==> config.mk <==
export PLATFORM = sky130hd
export DESIGN_NAME = program_loader_flat
export DESIGN_NICKNAME = d
export VERILOG_FILES = /design/src/rtl/program_loader_if.sv /design/src/rtl/program_loader.sv /design/src/flat_wrapper.sv
export SDC_FILE = /design/constraint.sdc
export NUM_CORES = 1
export LEC_CHECK = 0
export CORE_MARGIN = 2
export CORE_UTILIZATION = 49
export DETAILED_ROUTE_END_ITERATION = 8
export PLACE_DENSITY = 0.84
export SYNTH_ARGS = -nofsm -noshare
export SYNTH_HDL_FRONTEND = slang
export SYNTH_SLANG_ARGS = --single-unit
==> constraint.sdc <==
create_clock -name clk -period 1.9 [get_ports clk]
set_input_delay 0.38 -clock clk [delete_from_list [all_inputs] [get_ports clk]]
set_output_delay 0.38 -clock clk [all_outputs]
set_load 0.03 [all_outputs]
==> src/rtl/program_loader_if.sv <==
// Byte stream (sender -> loader) and instruction-memory write bus (loader -> memory).
// Each interface has a master modport for the driving side and a slave modport for the receiving side.
interface byte_stream_if;
    logic       rx_valid;
    logic [7:0] rx_data;
    logic       rx_ready;

    modport master (output rx_valid, output rx_data, input  rx_ready);
    modport slave  (input  rx_valid, input  rx_data, output rx_ready);
endinterface

interface mem_wr_if #(parameter int ADDR_W = 8);
    logic              wr_en;
    logic [ADDR_W-1:0] wr_addr;
    logic [15:0]       wr_data;

    modport master (output wr_en, output wr_addr, output wr_data);
    modport slave  (input  wr_en, input  wr_addr, input  wr_data);
endinterface

==> src/rtl/program_loader.sv <==
// Boot loader: framed bytes -> big-endian 16-bit words written from address 0, write one cycle after the LO byte.
// Accepts one byte per cycle in IDLE..CSUM; rx_ready drops in DONE/ERROR until restart.
module program_loader #(
    parameter int         ADDR_W = 8,
    parameter logic [7:0] SYNC   = 8'hA5
) (
    input  logic          clk,
    input  logic          rst_n,
    byte_stream_if.slave  rx,
    mem_wr_if.master      wr,
    input  logic          restart,
    output logic          cpu_run,
    output logic          busy,
    output logic          error
);

    typedef enum logic [2:0] {
        S_IDLE,
        S_LEN,
        S_HI,
        S_LO,
        S_CSUM,
        S_DONE,
        S_ERROR
    } state_t;

    localparam int MAX_WORDS = 1 << ADDR_W;

    state_t            state_q, state_nxt;
    logic [7:0]        cnt_q;
    logic [7:0]        word_cnt_q;
    logic [7:0]        sum_q;
    logic [15:0]       data_q;
    logic [ADDR_W-1:0] addr_q;
    logic              wr_en_q;
    logic              rdy_q;
    logic              busy_q;
    logic              run_q;
    logic              err_q;

    logic accept;
    logic last_word;
    logic len_bad;

    assign accept    = rx.rx_valid & rdy_q;
    assign last_word = (word_cnt_q == (cnt_q - 8'd1));
    assign len_bad   = (rx.rx_data == 8'd0) || (32'(rx.rx_data) > 32'(MAX_WORDS));

    always_ff @(posedge clk or negedge rst_n) begin
        if (!rst_n) begin
            state_q <= S_IDLE;
        end else begin
            state_q <= state_nxt;
        end
    end

    always_comb begin
        state_nxt = state_q;
        unique case (state_q)
            S_IDLE:  if (accept && rx.rx_data == SYNC) state_nxt = S_LEN;
            S_LEN:   if (accept) state_nxt = len_bad ? S_ERROR : S_HI;
            S_HI:    if (accept) state_nxt = S_LO;
            S_LO:    if (accept) state_nxt = last_word ? S_CSUM : S_HI;
            S_CSUM:  if (accept) state_nxt = (rx.rx_data == sum_q) ? S_DONE : S_ERROR;
            S_DONE:  if (restart) state_nxt = S_IDLE;
            S_ERROR: if (restart) state_nxt = S_IDLE;
            default: state_nxt = S_IDLE;
        endcase
    end

    // Datapath and registered status outputs; status is decoded from the next state
    // so every flag changes on the same edge as the state it describes.
    always_ff @(posedge clk or negedge rst_n) begin
        if (!rst_n) begin
            cnt_q      <= 8'd0;
            word_cnt_q <= 8'd0;
            sum_q      <= 8'd0;
            data_q     <= 16'd0;
            addr_q     <= '0;
            wr_en_q    <= 1'b0;
            rdy_q      <= 1'b1;
            busy_q     <= 1'b0;
            run_q      <= 1'b0;
            err_q      <= 1'b0;
        end else begin
            wr_en_q <= 1'b0;
            if (wr_en_q) begin
                addr_q <= addr_q + ADDR_W'(1);
            end
            if (accept) begin
                unique case (state_q)
                    S_LEN: begin
                        cnt_q      <= rx.rx_data;
                        sum_q      <= rx.rx_data;
                        word_cnt_q <= 8'd0;
                        addr_q     <= '0;
                    end
                    S_HI: begin
                        data_q[15:8] <= rx.rx_data;
                        sum_q        <= sum_q + rx.rx_data;
                    end
                    S_LO: begin
                        data_q[7:0] <= rx.rx_data;
                        sum_q       <= sum_q + rx.rx_data;
                        wr_en_q     <= 1'b1;
                        word_cnt_q  <= word_cnt_q + 8'd1;
                    end
                    default: begin
                    end
                endcase
            end
            rdy_q  <= !(state_nxt == S_DONE || state_nxt == S_ERROR);
            busy_q <= (state_nxt == S_LEN) || (state_nxt == S_HI) ||
                      (state_nxt == S_LO)  || (state_nxt == S_CSUM);
            run_q  <= (state_nxt == S_DONE);
            err_q  <= (state_nxt == S_ERROR);
        end
    end

    assign rx.rx_ready = rdy_q;
    assign wr.wr_en    = wr_en_q;
    assign wr.wr_addr  = addr_q;
    assign wr.wr_data  = data_q;
    assign cpu_run     = run_q;
    assign busy        = busy_q;
    assign error       = err_q;

endmodule
==> src/flat_wrapper.sv <==
// flat-port wrapper written by rule: the top's interface ports become plain ports
module program_loader_flat 
#(
    parameter int         ADDR_W = 8,
    parameter logic [7:0] SYNC   = 8'hA5
)
  (clk, rst_n, restart, cpu_run, busy, error, rx_rx_valid, rx_rx_data, rx_rx_ready, wr_wr_en, wr_wr_addr, wr_wr_data);
  byte_stream_if rx_i ();
  mem_wr_if #(.ADDR_W(ADDR_W)) wr_i ();
  input  logic clk;
  input  logic rst_n;
  input  logic restart;
  output logic cpu_run;
  output logic busy;
  output logic error;
  input wire logic [$bits(rx_i.rx_valid)-1:0] rx_rx_valid;
  input wire logic [$bits(rx_i.rx_data)-1:0] rx_rx_data;
  output wire logic [$bits(rx_i.rx_ready)-1:0] rx_rx_ready;
  output wire logic [$bits(wr_i.wr_en)-1:0] wr_wr_en;
  output wire logic [$bits(wr_i.wr_addr)-1:0] wr_wr_addr;
  output wire logic [$bits(wr_i.wr_data)-1:0] wr_wr_data;
  assign rx_i.rx_valid = rx_rx_valid;
  assign rx_i.rx_data = rx_rx_data;
  assign rx_rx_ready = rx_i.rx_ready;
  assign wr_wr_en = wr_i.wr_en;
  assign wr_wr_addr = wr_i.wr_addr;
  assign wr_wr_data = wr_i.wr_data;
  program_loader #(.ADDR_W(ADDR_W), .SYNC(SYNC)) u_core (.clk(clk), .rst_n(rst_n), .rx(rx_i), .wr(wr_i), .restart(restart), .cpu_run(cpu_run), .busy(busy), .error(error));
endmodule
==> results of run 1 <==
-- flip-flops by register name, indices dropped and copies added, names as in the netlist, 3 cells and up --
name	count
u_core.cnt_q	8
u_core.state_q	3
u_core.sum_q	8
u_core.word_cnt_q	8
u_core.wr.wr_addr	8
u_core.wr.wr_data	16
-- path summary, 6_finish.rpt --
path | from | to | slack (ps) | cells after the start
worst min-delay path | u_core.wr.wr_data[0] | u_core.wr.wr_data[0] | 480 | 2
worst max register to register | u_core.cnt_q[1] | u_core.state_q[1] | -90 | 7
worst min register to register | u_core.wr.wr_data[0] | u_core.wr.wr_data[0] | 480 | 2
worst max-delay path | u_core.cnt_q[1] | u_core.state_q[1] | -90 | 7
min in group asynchronous | rst_n | u_core.word_cnt_q[7] | 510 | 2
max in group asynchronous | rst_n | u_core.rx.rx_ready | 760 | 3
-- per-layer routing --
layer	vias up	part of all wire	GRT usage
li1	1327	-	-
met1	1388	0.39	0.3002
met2	122	0.52	0.4411
met3	20	0.059	0.04891
met4	0	0.032	0.1400
met5	-	0	0
-- report_power, final --
group / switching (mW) / total [mW] / internal (mW)
sequential: 0.487 / 2.12 / 1.63
clock: 0.401 / 0.701 / 0.300
combinational: 1.89 / 3.65 / 1.75
total: 2.78 / 6.46 / 3.68
-- synthesized netlist by cell type, types with 2 or more instances --
cell type / n
o2111ai_1: 2
xnor2_1: 13
o21ai_1: 2
nor4b_1: 3
nor4_1: 5
a31oi_1: 3
mux2_2: 6
xor2_1: 11
o21ai_0: 26
inv_1: 9
a22o_1: 2
nor3_1: 11
mux2i_1: 2
and3_1: 4
o22ai_1: 4
a21o_1: 3
nand2b_1: 5
clkbuf_1: 15
or3_1: 3
nand2_1: 65
nand3_1: 11
ha_1: 10
nand4_1: 5
dfrtp_1: 55
nor2_1: 27
o211ai_1: 2
a21oi_1: 9
-- timing repair --
item | in CTS | in global routing
gates resized for setup | 27 | 20
hold buffers | 1 | 0
endpoints found under the setup margin | 8 | 12
pin swaps | 14 | 16
endpoints found under the hold margin | 14 | 0
buffers inserted | 6 | 1
-- cell type report --
type,instances,share of cell area
multi-input combinational,251,0.4117
sequential,56,0.3371
inverter,10,0.009014
clock inverter,1,0.002103
timing repair buffer,94,0.1968
clock buffer,7,0.02073
tap,75,0.02254
-- worst min-delay path, delay by kind of cell (launching register included) --
family / cells / cell delay [ps]
simple gates: 2 / 110
flops: 1 / 350
-- logic make-up (layout without fill, tap and decap cells) --
kind of cell | Yosys count | after routing | synth area share
DFF | 56 | 56 | 0.4655
AOI/OAI and AO/OA | 61 | 61 | 0.1254
and+or+nand+nor | 147 | 147 | 0.2280
muxes | 8 | 8 | 0.02907
buffers and inverters | 27 | 112 | 0.03405
xor gates and xnor gates | 24 | 24 | 0.06977
adders and majority gates | 11 | 11 | 0.04817
-- stage by stage --
step	utilization	instance area, sq um	std cells
final	0.7033	4164	494
after global routing	0.7033	4164	494
after CTS	0.6915	4094	494
after detailed placement	0.6433	3809	479
after global placement	0.6433	3809	479
after floorplan	-	3023	334
==> flow_summary.json, run 1 <==
{
  "status": "finished, violations left",
  "violations": "setup timing",
  "dr_total_vias": 2857,
  "multi_input_area_sq_um": 1714,
  "synth_cells": 334,
  "nFillCells": 416,
  "path_cells": "or3_4 > nor4_1 > o21a_1 > o21ai_1 > a2111oi_2 > buf_4 > o21bai_1",
  "worstMarginPinSlew_ps": 430.6,
  "layout.nets": 441,
  "rows": 28,
  "drive_gt1_frac": 0.2387,
  "clk_pin_slew_ps": 100,
  "worst_hold_slack_ps": 483.5,
  "ctsLongestPathBuffers": 2,
  "start_util": 0.5089,
  "wl_per_cell_microns": 16.51,
  "pin_count": 41,
  "gp_congestion": 0.8689,
  "slew_headroom": 0.7123,
  "dieHeight_microns": 82.42,
  "layout_common_cells": "nand2_1, dfrtp_1, buf_4, clkdlybuf4s50_1, nor2_1",
  "fin_ws_ps": -92.20,
  "first_global_vias": 2877,
  "rsz0062_at_grt": "yes",
  "clkLatencyLatePin_ps": 320,
  "critPathKind": "reg2reg",
  "ys.flop_type": "dfrtp_1",
  "fin_setup_tns_ps": -287.3,
  "numClockSinks": 56,
  "cap_violations": 0,
  "p_leak_nw": 1.892,
  "syn_nets": 357,
  "layout_commonest_cell": "nand2_1",
  "grt_overflow_total": 0,
  "synth_edf_count": 0,
  "cpMaxStageDelayCell": "or3_4",
  "worstSetupStartpointType": "flip-flop",
  "syn2layout_area_growth_pct": 38.21,
  "grt_max_degree": 27,
  "slowest_delay_ps": 400,
  "synth-seq-area-share": 0.4655,
  "synth.distinct_cells": 48,
  "die_w_microns": 82.42,
  "register_area_sq_um": 1404,
  "grt_antenna_before_repair": 0,
  "avgSynthCellArea_sq_um": 9.021,
  "min_period_ps": 1992,
  "drc_errors": 0,
  "cts_made_buffers": 5,
  "crit_fanout": 3,
  "yosysTopAreaCell": "dfrtp_1",
  "core-area_sq_um": 5921,
  "portBuffers": 40,
  "critPathBufInv": 1,
  "total_power_mw": 6.462,
  "cts.root.buffer_cell": "clkbuf_8",
  "cp_top_family": "simple AND/OR/NAND/NOR gates",
  "ant_nets": 0,
  "synth_top_area_frac": 0.4568,
  "ys_top_cells_by_area": "dfrtp_1, nand2_1, o21ai_0",
  "die_area_sq_um": 6792,
  "ys_warn_count": 0,
  "grt_pass1_wl_mm": 13.00,
  "syn_area_sq_um": 3013,
  "dp_hpwl_mm": 5.665,
  "dp_slack_ps": -597.5,
  "grt_util_all_layers": 0.2563,
  "required_ps": 2120,
  "cts_tree": "yes",
  "power_density_nw_per_um2": 1552,
  "drt_first_iter_violations": 279,
  "vdd_drop_max_v": 0.001080,
  "end_kind": "flip-flop",
  "fmax_mhz": 502.0,
  "hold_class": "reg2reg",
  "setup_viol": 4,
  "htree_levels": 2,
  "finalCritPeriodShare": 1.049,
  "finalHoldViolations": 0,
  "routed_wl_mm": 8.157,
  "postSynth.asyncResetShare": 1.000,
  "slew_viol_final": 0,
  "viasPerCell": 5.783,
  "synth_seq_cells": 56,
  "skew_ps": 16.16,
  "antenna_cells": 0,
  "dr.pass1.iters": 4,
  "cp.arrival_ps": 2210
}
No activity file was read; power rests on OpenSTA's default activity.
==> run 2, diff against run 1 <==
- TNS_END_PERCENT: default -> 10
==> run 2 against run 1 <==
- the flow still finishes with violations (setup timing)
- combinational power is 3% lower
- worst hold slack got worse by 410 ps
- via count shrank 1.3%
- flip-flop and latch count unchanged
- cell count down 1.0%
- critical path depth shrank 1
- sequential share of layout area is 0.59 points higher
- worst setup slack improved by 37 ps
- first-iteration DRC count down 38%
- critical endpoint unchanged
==> flow_summary.json, run 2 (same netlist as run 1, synthesis figures left out) <==
{
  "clk_pin_slew_ps": 100,
  "layout.nets": 436,
  "grt_pass1_wl_mm": 13.07,
  "worst_hold_slack_ps": 72.69,
  "p_int_mw": 3.685,
  "grt_overflow_total": 0,
  "dr.pass1.iters": 4,
  "ant_nets": 0,
  "drive_gt1_frac": 0.2126,
  "dr_total_vias": 2819,
  "slew_viol_final": 0,
  "cpMaxStageDelayCell": "or3_4",
  "first_global_vias": 2806,
  "drc_errors": 0,
  "p_leak_nw": 1.877,
  "finalCritPeriodShare": 1.029,
  "design_area_sq_um": 4089,
  "pin_count": 41,
  "vdd_drop_max_v": 0.001066,
  "seqPwrFrac": 0.323,
  "grt_antenna_before_repair": 0,
  "dieHeight_microns": 82.42,
  "end_kind": "flip-flop",
  "setup_viol": 3,
  "finalHoldViolations": 0,
  "portBuffers": 40,
  "cts_made_buffers": 5,
  "largest_reg_flops": 16,
  "clkLatencyLatePin_ps": 310,
  "hold_class": "in2async",
  "start_util": 0.5089,
  "layout_common_cells": "nand2_1, dfrtp_1, buf_4, clkdlybuf4s50_1, nor2_1",
  "path_cells": "or3_4 > o31a_1 > nor3_2 > o21ai_2 > a2111oi_4 > o21bai_1",
  "nFillCells": 455,
  "p_clk_frac": 0.124,
  "layout_commonest_cell": "nand2_1",
  "critPathBufInv": 0,
  "rsz0062_at_grt": "yes",
  "slowest_delay_ps": 410,
  "cts.root.buffer_cell": "clkbuf_8",
  "p_switching_mw": 2.708,
  "worstSetupStartpointType": "flip-flop",
  "required_ps": 2090,
  "grt_max_degree": 31,
  "ctsLongestPathBuffers": 2,
  "antenna_cells": 0,
  "crit_fanout": 4,
  "critPathKind": "reg2reg",
  "status": "finished, violations left",
  "min_period_ps": 1955,
  "grt_util_all_layers": 0.2565,
  "cts_tree": "yes",
  "wl_per_cell_microns": 16.15,
  "drt_first_iter_violations": 173,
  "fin_setup_tns_ps": -127.8,
  "fmax_mhz": 511.5,
  "htree_levels": 2,
  "die_area_sq_um": 6792,
  "syn2layout_area_growth_pct": 35.71,
  "numClockSinks": 56,
  "slew_headroom": 0.5921,
  "power_switching_share": 0.4236,
  "cp.arrival_ps": 2150,
  "gp_congestion": 0.9223,
  "viasPerCell": 5.765,
  "cp_top_family": "compound AO/OA/AOI/OAI gates",
  "total_power_mw": 6.393,
  "utilization": 0.6906,
  "dp_hpwl_mm": 5.546,
  "cap_violations": 0,
  "fin_ws_ps": -54.97,
  "routed_wl_mm": 7.899,
  "violations": "setup timing",
  "rows": 28,
  "worstMarginPinSlew_ps": 611.9,
  "die_w_microns": 82.42,
  "power_density_nw_per_um2": 1564,
  "placed_area_sq_um": 3801,
  "skew_ps": 6.103,
  "core-area_sq_um": 5921,
  "power.combinational.fraction": 0.554
}
## run 2: path summary, 6_finish.rpt
check | start | end | slack [ps] | cells past startpoint
max | u_core.cnt_q[0] | u_core.state_q[1] | -50 | 6
min | rst_n | u_core.word_cnt_q[7] | 70 | 1
max reg2reg | u_core.cnt_q[0] | u_core.state_q[1] | -50 | 6
min reg2reg | u_core.wr.wr_data[2] | u_core.wr.wr_data[2] | 490 | 2
max in group asynchronous | rst_n | u_core.wr.wr_data[13] | 1260 | 2
min in group clk | u_core.wr.wr_data[2] | u_core.wr.wr_data[2] | 490 | 2
## run 2: power by group through the flow
stage	Sequential, mW	Clock, mW	Combinational (mW)
2_1_floorplan	2.33	0	1.68
3_3_place_gp	2.01	0	3.06
3_5_place_dp	2.04	0	3.20
4_1_cts	2.05	0.814	3.39
5_1_grt	2.12	0.851	3.88
6_report	2.06	0.791	3.54
## run 2: through the flow
stage	cells	worst slack (ps)
floorplan	334	-57.62
global placement	478	-504.6
detailed placement	478	-501.7
CTS	489	-108.6
global route	489	-146.4
finish	489	-54.97
## run 2: cell type report
type	instances	area, sq um	share of cell area
inverter	10	37.54	0.009180
sequential	56	1403	0.3430
clock buffer	5	68.82	0.01683
multi-input combinational	251	1664	0.4070
tap	75	93.84	0.02295
clock inverter	3	47.55	0.01163
timing repair buffer	89	774.5	0.1894
## run 2: routing by layer
metal  global-route usage  part of all wire
met5                    0                 0
met4               0.1167             0.028
met2               0.4476              0.51
met3              0.04457             0.065
met1               0.3079              0.40
## run 2: what timing repair did
| item | CTS | global route |
|---|---|---|
| hold buffers | 0 | 0 |
| pin swaps | 18 | 11 |
| gates cloned | 0 | 0 |
| resized for setup | 25 | 8 |
| endpoints found under the setup margin | 8 | 11 |
| setup buffers | 3 | 0 |
==> run 3, diff against run 2 <==
- GPL_TIMING_DRIVEN: default -> 1
- TNS_END_PERCENT: 10 -> 1
==> results of run 3 <==
Final layout, timing and power as in run 2 (identical DEF).
